<file path="src/rtl/regfile_write_buffer_if.sv">
`default_nettype none
// ============================================================================
//  Module   : regfile_write_buffer_if
//  Brief    : Push, write-port, forwarding and status signals of the
//             register-file write buffer, with datapath/buffer modports.
//  Revision : 1.0  initial release
// ============================================================================
interface regfile_write_buffer_if #(
    parameter int DEPTH  = 4,
    parameter int DATA_W = 32,
    parameter int ADDR_W = 5
);
    localparam int c_CNT_W = $clog2(DEPTH + 1);

    logic                inValid;
    logic                inReady;
    logic [ADDR_W-1:0]   inReg;
    logic [DATA_W-1:0]   inData;

    logic                drainEn;
    logic [ADDR_W-1:0]   writeReg;
    logic [DATA_W-1:0]   writeData;
    logic                writeEn;

    logic [ADDR_W-1:0]   rdReg1;
    logic [ADDR_W-1:0]   rdReg2;
    logic                fwdHit1;
    logic [DATA_W-1:0]   fwdData1;
    logic                fwdHit2;
    logic [DATA_W-1:0]   fwdData2;

    logic [c_CNT_W-1:0]  count;
    logic                empty;
    logic                full;

    // Datapath / register-file side.
    modport master (
        output inValid, inReg, inData, drainEn, rdReg1, rdReg2,
        input  inReady, writeReg, writeData, writeEn,
               fwdHit1, fwdData1, fwdHit2, fwdData2,
               count, empty, full
    );

    // Write-buffer side.
    modport slave (
        input  inValid, inReg, inData, drainEn, rdReg1, rdReg2,
        output inReady, writeReg, writeData, writeEn,
               fwdHit1, fwdData1, fwdHit2, fwdData2,
               count, empty, full
    );
endinterface

`default_nettype wire

</file>
<file path="src/rtl/regfile_write_buffer.sv">
`default_nettype none
// ============================================================================
//  Module   : regfile_write_buffer
//  Brief    : In-order writeback FIFO owning the register-file write port,
//             with youngest-match forwarding of pending values to two reads.
//  Revision : 1.0  initial release
// ============================================================================
module regfile_write_buffer #(
    parameter int DEPTH        = 4,
    parameter int DATA_W       = 32,
    parameter int ADDR_W       = 5,
    parameter int ZERO_DISCARD = 1
) (
    input  logic                   CLK,
    input  logic                   resetN,
    regfile_write_buffer_if.slave  wb
);
    localparam int                 c_PTR_W = $clog2(DEPTH);
    localparam int                 c_CNT_W = $clog2(DEPTH + 1);
    localparam logic [c_CNT_W-1:0] c_DEPTH = c_CNT_W'(DEPTH);
    localparam logic [c_PTR_W-1:0] c_PTR_ONE = c_PTR_W'(1);
    localparam logic [c_CNT_W-1:0] c_CNT_ONE = c_CNT_W'(1);

    logic [ADDR_W-1:0]  r_reg  [DEPTH];
    logic [DATA_W-1:0]  r_data [DEPTH];
    logic [DEPTH-1:0]   r_valid;
    logic [c_PTR_W-1:0] r_head;
    logic [c_PTR_W-1:0] r_tail;
    logic [c_CNT_W-1:0] r_count;

    logic               w_full;
    logic               w_empty;
    logic               w_in_ready;
    logic               w_push;
    logic               w_discard;
    logic               w_store;
    logic               w_pop;
    logic [DATA_W:0]    w_fwd1;
    logic [DATA_W:0]    w_fwd2;

    // ------------------------------------------------------------------
    // Handshake and drain decode. Everything visible is gated by resetN
    // so a reset landing mid-queue never leaks a write or a hit.
    // ------------------------------------------------------------------
    assign w_full     = (r_count == c_DEPTH);
    assign w_empty    = (r_count == '0);
    assign w_in_ready = resetN && !w_full;
    assign w_push     = wb.inValid && w_in_ready;
    assign w_discard  = (ZERO_DISCARD != 0) && (wb.inReg == '0);
    assign w_store    = w_push && !w_discard;
    assign w_pop      = resetN && !w_empty && wb.drainEn;

    // ------------------------------------------------------------------
    // Pointer, count and valid-bit state
    // ------------------------------------------------------------------
    always_ff @(posedge CLK) begin
        if (!resetN) begin
            r_head  <= '0;
            r_tail  <= '0;
            r_count <= '0;
            r_valid <= '0;
        end else begin
            // store and pop never target the same slot: that needs count==0
            if (w_store) begin
                r_tail          <= r_tail + c_PTR_ONE;
                r_valid[r_tail] <= 1'b1;
            end
            if (w_pop) begin
                r_head          <= r_head + c_PTR_ONE;
                r_valid[r_head] <= 1'b0;
            end
            case ({w_store, w_pop})
                2'b10:   r_count <= r_count + c_CNT_ONE;
                2'b01:   r_count <= r_count - c_CNT_ONE;
                default: r_count <= r_count;
            endcase
        end
    end

    // Payload storage carries no reset; r_valid qualifies every use.
    always_ff @(posedge CLK) begin
        if (w_store) begin
            r_reg[r_tail]  <= wb.inReg;
            r_data[r_tail] <= wb.inData;
        end
    end

    // ------------------------------------------------------------------
    // Forwarding: scan from head (oldest) toward tail so the last match
    // seen is the youngest one. The head being drained still counts.
    // ------------------------------------------------------------------
    function automatic logic [DATA_W:0] fwd_lookup(input logic [ADDR_W-1:0] rd);
        logic [DATA_W:0]    res;
        logic [c_PTR_W-1:0] idx;
        res = '0;
        for (int i = 0; i < DEPTH; i++) begin
            idx = r_head + c_PTR_W'(i);
            if (r_valid[idx] && (r_reg[idx] == rd) &&
                !((ZERO_DISCARD != 0) && (rd == '0))) begin
                res = {1'b1, r_data[idx]};
            end
        end
        return res;
    endfunction

    always_comb begin
        w_fwd1 = '0;
        w_fwd2 = '0;
        if (resetN) begin
            w_fwd1 = fwd_lookup(wb.rdReg1);
            w_fwd2 = fwd_lookup(wb.rdReg2);
        end
    end

    // ------------------------------------------------------------------
    // Outputs
    // ------------------------------------------------------------------
    assign wb.inReady   = w_in_ready;
    assign wb.writeEn   = w_pop;
    assign wb.writeReg  = r_reg[r_head];
    assign wb.writeData = r_data[r_head];
    assign wb.fwdHit1   = w_fwd1[DATA_W];
    assign wb.fwdData1  = w_fwd1[DATA_W-1:0];
    assign wb.fwdHit2   = w_fwd2[DATA_W];
    assign wb.fwdData2  = w_fwd2[DATA_W-1:0];
    assign wb.count     = r_count;
    assign wb.empty     = w_empty;
    assign wb.full      = w_full;

endmodule

`default_nettype wire

</file>
<file path="src/flat_wrapper.sv">
// flat-port wrapper written by rule: the top's interface ports become plain ports
module regfile_write_buffer_flat 
#(
    parameter int DEPTH        = 4,
    parameter int DATA_W       = 32,
    parameter int ADDR_W       = 5,
    parameter int ZERO_DISCARD = 1
)
  (CLK, resetN, wb_inValid, wb_inReg, wb_inData, wb_drainEn, wb_rdReg1, wb_rdReg2, wb_inReady, wb_writeReg, wb_writeData, wb_writeEn, wb_fwdHit1, wb_fwdData1, wb_fwdHit2, wb_fwdData2, wb_count, wb_empty, wb_full);
  regfile_write_buffer_if #(.DEPTH(DEPTH), .DATA_W(DATA_W), .ADDR_W(ADDR_W)) wb_i ();
  input  logic CLK;
  input  logic resetN;
  input wire logic [$bits(wb_i.inValid)-1:0] wb_inValid;
  input wire logic [$bits(wb_i.inReg)-1:0] wb_inReg;
  input wire logic [$bits(wb_i.inData)-1:0] wb_inData;
  input wire logic [$bits(wb_i.drainEn)-1:0] wb_drainEn;
  input wire logic [$bits(wb_i.rdReg1)-1:0] wb_rdReg1;
  input wire logic [$bits(wb_i.rdReg2)-1:0] wb_rdReg2;
  output wire logic [$bits(wb_i.inReady)-1:0] wb_inReady;
  output wire logic [$bits(wb_i.writeReg)-1:0] wb_writeReg;
  output wire logic [$bits(wb_i.writeData)-1:0] wb_writeData;
  output wire logic [$bits(wb_i.writeEn)-1:0] wb_writeEn;
  output wire logic [$bits(wb_i.fwdHit1)-1:0] wb_fwdHit1;
  output wire logic [$bits(wb_i.fwdData1)-1:0] wb_fwdData1;
  output wire logic [$bits(wb_i.fwdHit2)-1:0] wb_fwdHit2;
  output wire logic [$bits(wb_i.fwdData2)-1:0] wb_fwdData2;
  output wire logic [$bits(wb_i.count)-1:0] wb_count;
  output wire logic [$bits(wb_i.empty)-1:0] wb_empty;
  output wire logic [$bits(wb_i.full)-1:0] wb_full;
  assign wb_i.inValid = wb_inValid;
  assign wb_i.inReg = wb_inReg;
  assign wb_i.inData = wb_inData;
  assign wb_i.drainEn = wb_drainEn;
  assign wb_i.rdReg1 = wb_rdReg1;
  assign wb_i.rdReg2 = wb_rdReg2;
  assign wb_inReady = wb_i.inReady;
  assign wb_writeReg = wb_i.writeReg;
  assign wb_writeData = wb_i.writeData;
  assign wb_writeEn = wb_i.writeEn;
  assign wb_fwdHit1 = wb_i.fwdHit1;
  assign wb_fwdData1 = wb_i.fwdData1;
  assign wb_fwdHit2 = wb_i.fwdHit2;
  assign wb_fwdData2 = wb_i.fwdData2;
  assign wb_count = wb_i.count;
  assign wb_empty = wb_i.empty;
  assign wb_full = wb_i.full;
  regfile_write_buffer #(.DEPTH(DEPTH), .DATA_W(DATA_W), .ADDR_W(ADDR_W), .ZERO_DISCARD(ZERO_DISCARD)) u_core (.CLK(CLK), .resetN(resetN), .wb(wb_i));
endmodule
</file>
<file path="config.mk">
export PLATFORM = sky130hd
export DESIGN_NAME = regfile_write_buffer_flat
export DESIGN_NICKNAME = d
export VERILOG_FILES = /design/src/rtl/regfile_write_buffer_if.sv /design/src/rtl/regfile_write_buffer.sv /design/src/flat_wrapper.sv
export SDC_FILE = /design/constraint.sdc
export NUM_CORES = 1
export LEC_CHECK = 0
export ABC_AREA = 1
export ABC_CLOCK_PERIOD_IN_PS = 7900
export CAP_MARGIN = 20
export CORE_MARGIN = 4
export CORE_UTILIZATION = 31
export CTS_BUF_LIST = sky130_fd_sc_hd__clkbuf_8
export DETAILED_ROUTE_END_ITERATION = 10
export MAX_ROUTING_LAYER = met4
export PLACE_DENSITY_LB_ADDON = 0.1
export SLEW_MARGIN = 20
export SYNTH_ARGS = -nofsm -noshare
export SYNTH_HDL_FRONTEND = slang
export SYNTH_SLANG_ARGS = --single-unit
</file>
<file path="constraint.sdc">
create_clock -name CLK -period 7.9 [get_ports CLK]
set_input_delay 2.37 -clock CLK [delete_from_list [all_inputs] [get_ports CLK]]
set_output_delay 2.37 -clock CLK [all_outputs]
set_load 0.02 [all_outputs]
</file>
# Word-level counts from Yosys, hierarchy flattened
# Memories as Yosys holds them, arrays and structs flattened. A register that Yosys moved wholly into a read port is not among the register bits.
# Cells that the tools add are included.
dict set report totals {
  romBits 0
  elab_cells 98
  input_bits 51
  mem_count 2
  ramBits 148
  reg_bits 11
  output_inout_bits 110
  latchBits 0
}
# memory depth width rd rd_clocked_by_memory_dff write_ports line
set memory_table {}
lappend memory_table {u_core.r_data 4 32 4 1 1 regfile_write_buffer.sv:25} ;# logic [DATA_W-1:0] r_data [DEPTH];
lappend memory_table {u_core.r_reg 4 5 4 1 1 regfile_write_buffer.sv:24} ;# logic [ADDR_W-1:0] r_reg [DEPTH];
dict set report classes {
  reduce_logical 33
  n_mul 0
  n_lt_le_gt_ge 7
  eq_ne 11
  n_addsub 6
  div 0
  mux 32
  n_bitwise 3
  n_shift 0
}
# op count
set ops {}
lappend ops {{33-bit two-way mux} 10}
lappend ops {{5-bit == test} 8}
lappend ops {{1-bit logical AND} 23}
lappend ops {{5-bit logical NOT} 3}
lappend ops {{2-bit by 3-bit < comparator with 1-bit output, second input constant} 5}
lappend ops {{4-bit two-way mux} 3}
lappend ops {{1-bit binary-select mux with 2-bit select} 4}
lappend ops {{1-bit two-way mux} 8}
lappend ops {{2-bit two-way mux} 4}
lappend ops {{3-bit one-hot mux with 2 select lines} 1}
lappend ops {{1-bit logical NOT} 5}
lappend ops {{2-bit by 1-bit adder with 2-bit output, second input constant} 2}
lappend ops {{2-bit adder, second input constant} 2}
lappend ops {{4-bit bitwise AND} 1}
lappend ops {{1-bit demux with 2-bit select} 2}
lappend ops {{2-bit by 1-bit greater-or-equal comparator with 1-bit output, second input constant} 2}
lappend ops {{4-bit NOT} 1}
lappend ops {{4-bit bitwise OR} 1}
lappend ops {{3-bit by 1-bit adder with 3-bit output, second input constant} 1}
lappend ops {{3-bit == test, second input constant} 1}
lappend ops {{3-bit logical NOT} 1}
lappend ops {{3-bit by 1-bit subtractor with 3-bit output, second input constant} 1}
lappend ops {{2-bit by 1-bit == test with 1-bit output, second input constant} 1}
lappend ops {{2-bit == test, second input constant} 1}
lappend ops {{2-bit nonzero test} 1}

# Longest topological paths before layout
dict set report logic_depth {
  ltp_word 9
  mapped_depth 19
  ltp_nobuf 13
}

# Worst setup path after synthesis
# OpenSTA, ideal clock, no wires.
dict set report synth_timing {
  path_kind {input-to-output}
  startpoint {input wb_rdReg1[1]}
  endpoint {output wb_fwdData1[25]}
  required_time_ns 5.530
  t_arrival_ns 4.110
  setup_slack_ns 1.420
  path_buffers 2
  path_stages 12
  path_cell_list {clkbuf_1 > or2_2 > nor2_1 > nor2_1 > nand2_1 > nor2_1 > nand3_2 > clkbuf_1 > nand2_1 > o21ai_0 > nand2_1 > a21oi_1}
}
dict set report synth_via {
  elab_chain_cells 8
  elab_cells_between_ends 19
  cone_classes {4 x eq/ne; 5 x mux; 10 x reduce/logical}
}
# item line
set synth_lines {}
lappend synth_lines {{from (decl)} flat_wrapper.sv:17} ;# input wire logic [$bits(wb_i.rdReg1)-1:0] wb_rdReg1;
lappend synth_lines {{5-bit == test / 5-bit logical NOT (equally long branches)} {regfile_write_buffer.sv:98, regfile_write_buffer.sv:99}}
lappend synth_lines {{1-bit logical AND / 1-bit logical NOT (equally long branches)} {regfile_write_buffer.sv:98, regfile_write_buffer.sv:99}}
lappend synth_lines {{1-bit logical AND} regfile_write_buffer.sv:98} ;# if (r_valid[idx] && (r_reg[idx] == rd) &&
lappend synth_lines {{33-bit two-way mux (3 in a row)} regfile_write_buffer.sv:98}
lappend synth_lines {{33-bit two-way mux (*)} regfile_write_buffer.sv:98}
lappend synth_lines {{33-bit two-way mux (*)} regfile_write_buffer.sv:109} ;# if (resetN) begin
lappend synth_lines {{to (decl)} flat_wrapper.sv:24} ;# output wire logic [$bits(wb_i.fwdData1)-1:0] wb_fwdData1;
# Mark *: on every way between the ends. The rest lies on a longest branch, timed or not.

# Worst setup path after layout
dict set report layout_timing {
  startpoint {input wb_rdReg2[2]}
  endpoint {output wb_fwdData2[3]}
}
dict set report layout_via {
  elab_chain_cells 8
  elab_cells_between_ends 19
  cone_classes {4 x eq/ne; 5 x mux; 10 x reduce/logical}
}
# item line
set layout_lines {}
lappend layout_lines {{from (decl)} flat_wrapper.sv:18} ;# input wire logic [$bits(wb_i.rdReg2)-1:0] wb_rdReg2;
lappend layout_lines {{5-bit == test / 5-bit logical NOT (equally long branches)} {regfile_write_buffer.sv:98, regfile_write_buffer.sv:99}}
lappend layout_lines {{1-bit logical AND / 1-bit logical NOT (equally long branches)} {regfile_write_buffer.sv:98, regfile_write_buffer.sv:99}}
lappend layout_lines {{1-bit logical AND} regfile_write_buffer.sv:98}
lappend layout_lines {{33-bit two-way mux (3 in a row)} regfile_write_buffer.sv:98}
lappend layout_lines {{33-bit two-way mux (*)} regfile_write_buffer.sv:98}
lappend layout_lines {{33-bit two-way mux (*)} regfile_write_buffer.sv:109}
lappend layout_lines {{to (decl)} flat_wrapper.sv:26} ;# output wire logic [$bits(wb_i.fwdData2)-1:0] wb_fwdData2;
# Marks and branches as above.

==> results.md <==
- Max-slew violations: 0
- Clk pin slew, worst setup/hold paths: 0.09 ns
- Max reg flops: 128
- GR Util All Layers: 0.219
- Cell mode on critical path: nor2_1
- Clk_lat worst skew: 0.49 ns
- CTS Hold Bufs: 0
- Crit path max fanout: 13
- Gpl congestion: 0.924
- Minimum clock period: 7.67 ns
- # nets final: 2083
- Worst path slowest cell: clkdlybuf4s50_1
- Mapped Area: 12400 um^2
- Fmax: 130 MHz
- Die Area: 43300 um^2
- DRT Wirelength: 47000 um
- Commonest non-fill, non-tap cell in the layout: nand2_1
- Status: completed
- CTS tree: built
- CP max stage delay: 0.65 ns
- Final worst-path cycle share: 0.970
- Sink Count: 161
- Crit path launch type: primary input
- Starting Density: 0.313
- Slew headroom: 0.394
- CTS buffer count: 17
- Worst Max-Slew Pin Slew: 0.909 ns
- WL per Instance: 18.3 um
- Psw: 0.000761 W
- Vias: 13200
- Layout cell share with drive strength beyond 1: 0.0482
- Worst Path Arrival: 5.30 ns
- Vias in the first global route: 12400
- Placement row count: 73
- Total grt overflow: 0
- Internal power: 0.00140 W
- LEAKAGE: 6.10 nW
- Initial antenna violation count: 2
- Htree depth: 4
- Req. time, crit path: 5.53 ns
- Die Ht: 208 um
- Worst hold-check path type: reg2reg
- Synthesized net count: 1990
- Die Wd: 208 um
- Pwr Density: 144 nW/um^2
- TNS Setup: 0 ns
- Maximum VDD drop: 0.109 mV
- Fill cells: 4193
- Port Buffers: 160
- CTS max path bufs: 2
- Share of power burned in registers: 0.450
- Final core utilization: 0.379
- Final Hold Viols: 0
- Register area share after synthesis: 0.379
- Synth Instances: 1929
- Clock skew: 0.00954 ns
- Hpwl dp: 30800 um
- DR pass1 iterations: 8
- First-pass GRT wire length: 72300 um
- Worst-path cell chain: clkdlybuf4s50_1, inv_1, nand3_1, nor2_1, nor2_1, nand2_1, nor2_1, nand3_1, a21oi_4, buf_4, nand2_1, a21oi_1, clkdlybuf4s50_1
- Switching portion of total power: 0.352
- Commonest non-fill, non-tap cells in the layout: 640 x nand2_1, 264 x o21ai_0, 205 x a21oi_1
- Clock power frac: 0.278
- Netlist cell types: 27
- Comb pwr share: 0.272
- Largest net degree at the start of global routing: 97
- Via/cell ratio: 5.14
- #FFs+latches synth: 161
- Post-route DRC: 0
- Syn Area/Cell: 6.44 um^2
- Total core area: 39600 um^2
- CTS Root Cell: clkbuf_8
- Unrepaired setup endpoints after global routing: false
- I/O Pins: 161
- Setup crit end kind: primary output
- Final setup fails: 0
- Synth-to-Final Area Change: 21.0%
- Post-CTS setup buffer count: 0
- Routed Antenna Nets: 0
- Yosys warns: 0
- Iteration-0 DRC Markers: 1118
- Crit Path Class: in2out
- Max_cap viols: 0
[worst paths after layout]
path	startpoint	endpoint	slack [ns]	cells past startpoint
worst max-delay path	wb_rdReg2[2]	wb_fwdData2[3]	0.23	13
worst min-delay path	u_core.wb.count[2]	u_core.wb.count[2]	0.52	2
worst max register to register	u_core.wb.count[0]	u_core.r_reg[2][4]	4.96	7
worst min register to register	u_core.wb.count[2]	u_core.wb.count[2]	0.52	2
[cell families after synthesis]
group                      share of synthesized area
AOI/OAI and AO/OA                              0.211
DFF                                            0.379
and+or+nand+nor                                0.297
buffers and inverters                          0.102
xor gates and xnor gates                     0.00141
adders and majority gates                     0.0107
[Yosys cell counts]
| cell | count | area share |
|---|---|---|
| xor2_1 | 2 | 0.0014 |
| nor2_2 | 3 | 0.0015 |
| and2_1 | 4 | 0.0020 |
| buf_4 | 4 | 0.0024 |
| inv_2 | 3 | 0.00091 |
| fa_1 | 1 | 0.0016 |
| nand4_1 | 14 | 0.0071 |
| clkbuf_1 | 70 | 0.021 |
| buf_2 | 37 | 0.015 |
| edfxtp_1 | 148 | 0.36 |
| ha_1 | 9 | 0.0091 |
| nor3_1 | 3 | 0.0012 |
| nor2_1 | 180 | 0.054 |
| inv_1 | 186 | 0.056 |
| clkinv_1 | 1 | 0.00030 |
| a22oi_1 | 32 | 0.019 |
| a21oi_2 | 2 | 0.0014 |
| buf_1 | 16 | 0.0048 |
| nand2_1 | 640 | 0.19 |
| or2_2 | 2 | 0.0010 |
| dfxtp_1 | 13 | 0.021 |
| nand3_1 | 84 | 0.034 |
| o31ai_1 | 1 | 0.00060 |
| o21ai_0 | 265 | 0.11 |
| a21oi_1 | 205 | 0.083 |
| nand3_2 | 3 | 0.0024 |
| buf_6 | 1 | 0.00091 |
[timing repair]
action / 4_1_cts / 5_1_grt
endpoints found under the hold margin: 0 / 0
setup endpoints to repair: 0 / 4
gates resized for setup: 0 / 2
[metrics by stage]
stage	worst slack [ns]	area [um^2]	instances	power (W)	hold slack (ns)
after floorplan	1.42	12400	1929	0.00135	0.490
final	0.235	15000	2562	0.00216	0.520
after global placement	0.236	14700	2528	0.00158	0.502
after global routing	0.000124	15000	2562	0.00229	0.567
after CTS	0.217	15000	2560	0.00218	0.518
after detailed placement	0.227	14700	2528	0.00158	0.503
[power groups by stage]
stage	clock network, W	registers [W]	logic [W]
6_report	0.000600	0.000972	0.000589
5_1_grt	0.000655	0.000975	0.000658
4_1_cts	0.000620	0.000972	0.000589
3_5_place_dp	0	0.000991	0.000586
3_3_place_gp	0	0.000991	0.000584
2_1_floorplan	0	0.000986	0.000362
[worst max-delay path: cells and delay by family]
family | cells | cell delay, ns
buffers and inverters | 4 | 1.66
AOI/OAI and AO/OA | 2 | 0.42
and+or+nand+nor | 7 | 0.83
[metal layers]
layer / vias to the layer above / GRT usage / wire length, um / share of wire
li1: 6500 / - / - / -
met1: 6151 / 0.293 / 21700 / 0.46
met2: 467 / 0.353 / 21900 / 0.47
met3: 51 / 0.0320 / 2660 / 0.057
met4: 0 / 0.0503 / 780 / 0.017
met5: - / - / 0 / 0
[final cells by class]
class | instances | area (um^2) | area share
flip-flops and latches | 161 | 4710 | 0.313
well taps | 525 | 657 | 0.0437
inverters | 190 | 717 | 0.0477
repair buffers | 202 | 2050 | 0.137
clock inverters | 15 | 135 | 0.00899
diodes | 2 | 5.00 | 0.000333
multi-input cells | 1450 | 6520 | 0.434
clock buffers | 17 | 234 | 0.0156
No activity file was read; power rests on OpenSTA's default activity.
==> edit 1 (same flow settings) <==
Reset style: asynchronous (`resetN`), changed in one clocked block.
--- a/src/rtl/regfile_write_buffer.sv
+++ b/src/rtl/regfile_write_buffer.sv
@@ -53,7 +53,7 @@
     // ------------------------------------------------------------------
     // Pointer, count and valid-bit state
     // ------------------------------------------------------------------
-    always_ff @(posedge CLK) begin
+    always_ff @(posedge CLK or negedge resetN) begin
         if (!resetN) begin
             r_head  <= '0;
             r_tail  <= '0;
Behaviour: differs if resetN is asserted again (counterexample within 4 cycles, from zero or initial values and one cycle with resetN low); with resetN held inactive, the same outputs for 4 cycles.
==> edit 1 against the unedited design <==
Area after synthesis decreased by 5.8%. Design area down 4.3%. Worst setup slack got worse by 0.0061 ns. Count of clock-buffer cells in the layout rose by 1. Die area shrank 5.6%. Via count is 10% lower. Sequential cell count down 2. Routed wire length fell by 11%. Largest cell class unchanged.
Power is not compared: it rests on default switching activity, and its combinational part moved more than twofold at a synthesized area within 25%.
==> edit 1: results (changes against the unedited design) <==
| Metric | Value |
|---|---|
| Initial antenna violation count | 0 (-2) |
| Pre-antenna DRT Iters | 5 (-3) |
| Worst Setup SP | wb_rdReg1[0] |
| WL final | 41.6 mm (-11%) |
| First-pass GRT wire length | 64.9 mm (-10%) |
| Slew Limit Headroom | 27.6% (-12 points) |
| Outcome | complete, no violations |
| Vias in the first global route | 11200 (-9.5%) |
| Starting DRT DRC Count | 1045 (-6.5%) |
| WHS | 0.526 ns (+0.00584 ns) |
| Top cells by area, synth | edfxtp_1, nand2_1, o21ai_0 |
| Reg-to-reg startpoint | u_core.wb.count[2]$_DFFE_PN0P_ |
| DR WL/cell | 17.3 µm (-5.7%) |
| Critical-path maximum fanout | 16 (+3) |
| Hold Startpoint | u_core.r_tail[0]$_DFFE_PN0N_ |
| Post-synth top cells | nand2_1, o21ai_0, nor2_1 |
| Hold Crit Depth | 1 (-1) |
| Worst-case clock skew | 0.0159 ns (+0.00634 ns) |
| Async S/R FF share, synth | 6.92% (+6.9 points) |
| Cell Area, Placed | 14000 µm² (-4.6%) |
| HPWL after DPL | 28.6 mm (-7.2%) |
| Share of layout cells above drive strength 1 | 5.10% (+0.28 points) |
| Post-synthesis sequential area ratio | 40.3% (+2.5 points) |
| Worst r2r path cells | 8 (+1) |
| R2r setup slk | 5.00 ns (+0.04 ns) |
| Post-Syn Nets | 1842 (-7.4%) |
| Antenna cells | 0 (-2) |
| Via count | 11800 (-10%) |
| Min-Delay Endpoint | u_core.r_tail[0]$_DFFE_PN0N_ |
| RR Endpoint | u_core.r_data[1][31]$_DFFE_PP_ |
| Worst path max stage delay | 0.67 ns (+0.02 ns) |
[edit 1: final cells by class]
cell class	instances	area, µm²
Timing Repair Buffer	203	2070
Fill cell	3930	22600
Clock buffer	18	248
Multi-Input combinational cell	1359	5980
Sequential cell	159	4730
Clock inverter	14	160
Tap cell	504	631
Inverter	150	566
[edit 1: power by group]
group / internal [mW] / switching [mW] / total (mW) / leakage [nW]
Sequential: 1.03 / 0.0966 / 1.13 / 1.47
Combinational: 1.31 / 2.76 / 4.07 / 4.21
Clock: 0.294 / 0.345 / 0.638 / 0.197
Total: 2.64 / 3.21 / 5.84 / 5.88
[edit 1: through the flow]
stage / setup slack (ns) / power [mW]
floorplan: 1.39 / 3.74
global placement: 0.222 / 5.23
detailed placement: 0.259 / 5.23
CTS: 0.242 / 5.89
global route: 0.0432 / 6.42
finish: 0.229 / 5.84
[edit 1: worst max-delay path, delay by kind of cell]
| kind | cells | cell delay, ns |
|---|---|---|
| AOI/OAI and AO/OA | 2 | 0.53 |
| and+or+nand+nor | 5 | 0.82 |
| buffers and inverters | 4 | 1.54 |
[edit 1: routing by layer]
metal	up-vias	part of all wire, %	global-route usage (%)
met4	0	1.8	5.75
met1	5517	47	27.7
met2	286	47	33.9
met3	42	4.3	2.78
li1	5998	-	-
met5	-	0	-
[edit 1: logic make-up (layout without fill, tap and decap cells)]
family	count (synthesis)	after routing	share of synthesized area [%]
AOI/OAI and AO/OA	393	393	16.9
buffers and inverters	263	385	9.07
and+or+nand+nor	948	948	32.0
xor gates and xnor gates	8	8	0.599
DFF	159	159	40.3
adders and majority gates	10	10	1.13
==> edit 2 (same settings) <==
Made on the original files. `DATA_W` is set to 32 in 3 places; all go to 48.
--- a/src/rtl/regfile_write_buffer_if.sv
+++ b/src/rtl/regfile_write_buffer_if.sv
@@ -7,7 +7,7 @@
 // ============================================================================
 interface regfile_write_buffer_if #(
     parameter int DEPTH  = 4,
-    parameter int DATA_W = 32,
+    parameter int DATA_W = 48,
     parameter int ADDR_W = 5
 );
     localparam int c_CNT_W = $clog2(DEPTH + 1);
--- a/src/rtl/regfile_write_buffer.sv
+++ b/src/rtl/regfile_write_buffer.sv
@@ -7,7 +7,7 @@
 // ============================================================================
 module regfile_write_buffer #(
     parameter int DEPTH        = 4,
-    parameter int DATA_W       = 32,
+    parameter int DATA_W       = 48,
     parameter int ADDR_W       = 5,
     parameter int ZERO_DISCARD = 1
 ) (
--- a/src/flat_wrapper.sv
+++ b/src/flat_wrapper.sv
@@ -2,7 +2,7 @@
 module regfile_write_buffer_flat 
 #(
     parameter int DEPTH        = 4,
-    parameter int DATA_W       = 32,
+    parameter int DATA_W       = 48,
     parameter int ADDR_W       = 5,
     parameter int ZERO_DISCARD = 1
 )
Interface: changed (resized wb_fwdData1, wb_fwdData2, wb_inData and wb_writeData); port bits go from 161 to 225. The function was not compared with the original's and may differ.
==> edit 2 against the unedited design <==
First-iteration DRC count increased by 27%. Core utilization increased by 0.35 points. Highest routed layer unchanged. Power increased by 83%. Maximum frequency decreased by 0.60%. Clock power increased by 83%. Non-clock buffer count increased by 77. Worst setup slack got worse by 0.046 ns. Sequential cell count increased by 64. Largest power group is now combinational cells. Routed wire length increased by 44%. Design area increased by 41%. Area after synthesis increased by 40%. Combinational power increased to 2.5 times the old value. Critical path type unchanged. Clock skew increased by 0.012 ns.
==> edit 2: results (changes against the unedited design) <==
| Metric | Value |
|---|---|
| Clock buffer depth | 3 (+1) |
| Number of port buffers | 224 (+40%) |
| Complex-gate fraction of the synthesized area | 22.2% (+1.1 points) |
| Worst IR Drop VDD | 0.0820 mV (-24%) |
| Antenna cells | 3 (+1) |
| R2r setup slk | 5.00 ns (+0.04 ns) |
| Number of flip-flops in the largest register | 192 (+50%) |
| Largest net degree at the start of global routing | 121 (+25%) |
| CP max-delay cell | clkdlybuf4s50_1 |
| Worst-case clock skew | 0.0220 ns (+0.0124 ns) |
| Outcome | complete, no violations |
| Met1 Use GR | 29.3% (about the same) |
| Clock slew at reported path FFs | 0.06 ns (-0.03 ns) |
| Worst-Margin Slew | 1.03 ns (+0.123 ns) |
| Leakage power | 8.64 nW (+42%) |
| Grt met3 use | 3.19% (-0.0068 points) |
| Clock network area share | 3.78% (+1.3 points) |
| Pre-antenna DRT Iters | 5 (-3) |
| Number of fillers in the final layout | 5807 (+38%) |
| CTS HTree Levels | 2 (-2) |
| Critical-path maximum fanout | 22 (+9) |
| Via count | 18400 (+40%) |
| Post-cts gate resize count | 0 (unchanged) |
| Post-synth top cells | nand2_1, o21ai_0, a21oi_1 |
| Storage element area | 6640 µm² (+41%) |
| Post-Syn Nets | 2757 (+39%) |
| Multi-input logic portion of the cell area | 42.3% (-1.1 points) |
| Cell Area, Placed | 20400 µm² (+39%) |
| Synth Area in XOR/XNOR | 0.100% (-0.041 points) |
| Signal buf overhead | 13.3% (-0.35 points) |
| Power Dens Cells | 187 nW/µm² (+30%) |
| Share of layout cells above drive strength 1 | 5.16% (+0.34 points) |
| Met2 wire len | 31.2 mm (+42%) |
| Post-Synth Adder-Cell Area | 0.760% (-0.31 points) |
| M1 wire length | 30.9 mm (+43%) |
| DR WL/cell | 18.9 µm (+2.8%) |
| GR Util All Layers | 22.5% (+0.64 points) |
| Worst skew pair latency | 0.62 ns (+0.13 ns) |
| Routability cong. | 0.895 (-3.1%) |
| HPWL after DPL | 43.4 mm (+41%) |
| Synth unique cells | 33 (+22%) |
| Yosys reg bits | 225 (+40%) |
| Num CTS Buffers | 44 (+27) |
| Plain + repair buffers | 279 (+38%) |
| Switch share | 39.9% (+4.7 points) |
| Met3 WL | 3.71 mm (+39%) |
| Starting DRT DRC Count | 1415 (+27%) |
| CLK BUF | 45 (+28) |
| Post-synth EDFFs | 212 (+43%) |
| Post-synthesis sequential area ratio | 38.0% (+0.11 points) |
| Fin nets | 2892 (+39%) |
| First-pass GRT wire length | 102 mm (+42%) |
| Initial antenna violation count | 3 (+1) |
| Top cells by area, synth | edfxtp_1, nand2_1, o21ai_0 |
| Multi-input gates | 1993 (+37%) |
| Inverters | 272 (+43%) |
| Met2 Usage GRT | 36.2% (+0.95 points) |
| Worst path max stage delay | 0.70 ns (+0.05 ns) |
[edit 2: changes by cell type after synthesis, moves of 6 or more]
| cell | before | now |
|---|---|---|
| buf_2 | 37 | 49 |
| a22oi_1 | 32 | 48 |
| a21oi_1 | 205 | 302 |
| buf_1 | 16 | 30 |
| clkbuf_1 | 70 | 93 |
| o21ai_0 | 265 | 381 |
| nand3_1 | 84 | 78 |
| buf_6 | 1 | 11 |
| inv_1 | 186 | 267 |
| o21ai_1 | 0 | 14 |
| nor2_1 | 180 | 241 |
| edfxtp_1 | 148 | 212 |
| nand2_1 | 640 | 877 |
[edit 2: per-stage QoR]
stage	hold slack [ns]	worst slack (ns)	util [%]	std cells
4_1_cts	0.524	0.0561	38.2	3598
3_5_place_dp	0.514	0.0851	36.8	3517
6_report	0.525	0.189	38.3	3601
5_1_grt	0.567	0.0746	38.3	3601
2_1_floorplan	0.490	1.40	-	2680
3_3_place_gp	0.503	0.0306	36.8	3517
[edit 2: power by group through the flow]
stage               Sequential [mW]  Clock (mW)  Combinational (mW)
CTS                            1.36        1.14                1.51
floorplan                      1.38           0               0.947
global placement               1.39           0                1.49
detailed placement             1.39           0                1.50
global route                   1.37        1.20                1.66
finish                         1.36        1.10                1.50
[edit 2: worst paths after layout]
| path | depth (start not counted) | from | end |
|---|---|---|---|
| worst min register to register | 2 | u_core.wb.count[2]$_SDFFE_PN0P_ | u_core.wb.count[2]$_SDFFE_PN0P_ |
| worst min-delay path | 2 | u_core.wb.count[2]$_SDFFE_PN0P_ | u_core.wb.count[2]$_SDFFE_PN0P_ |
| worst max register to register | 8 | u_core.wb.count[1]$_SDFFE_PN0P_ | u_core.r_data[3][22]$_DFFE_PP_ |
| worst max-delay path | 12 | wb_rdReg2[0] | wb_fwdData2[24] |
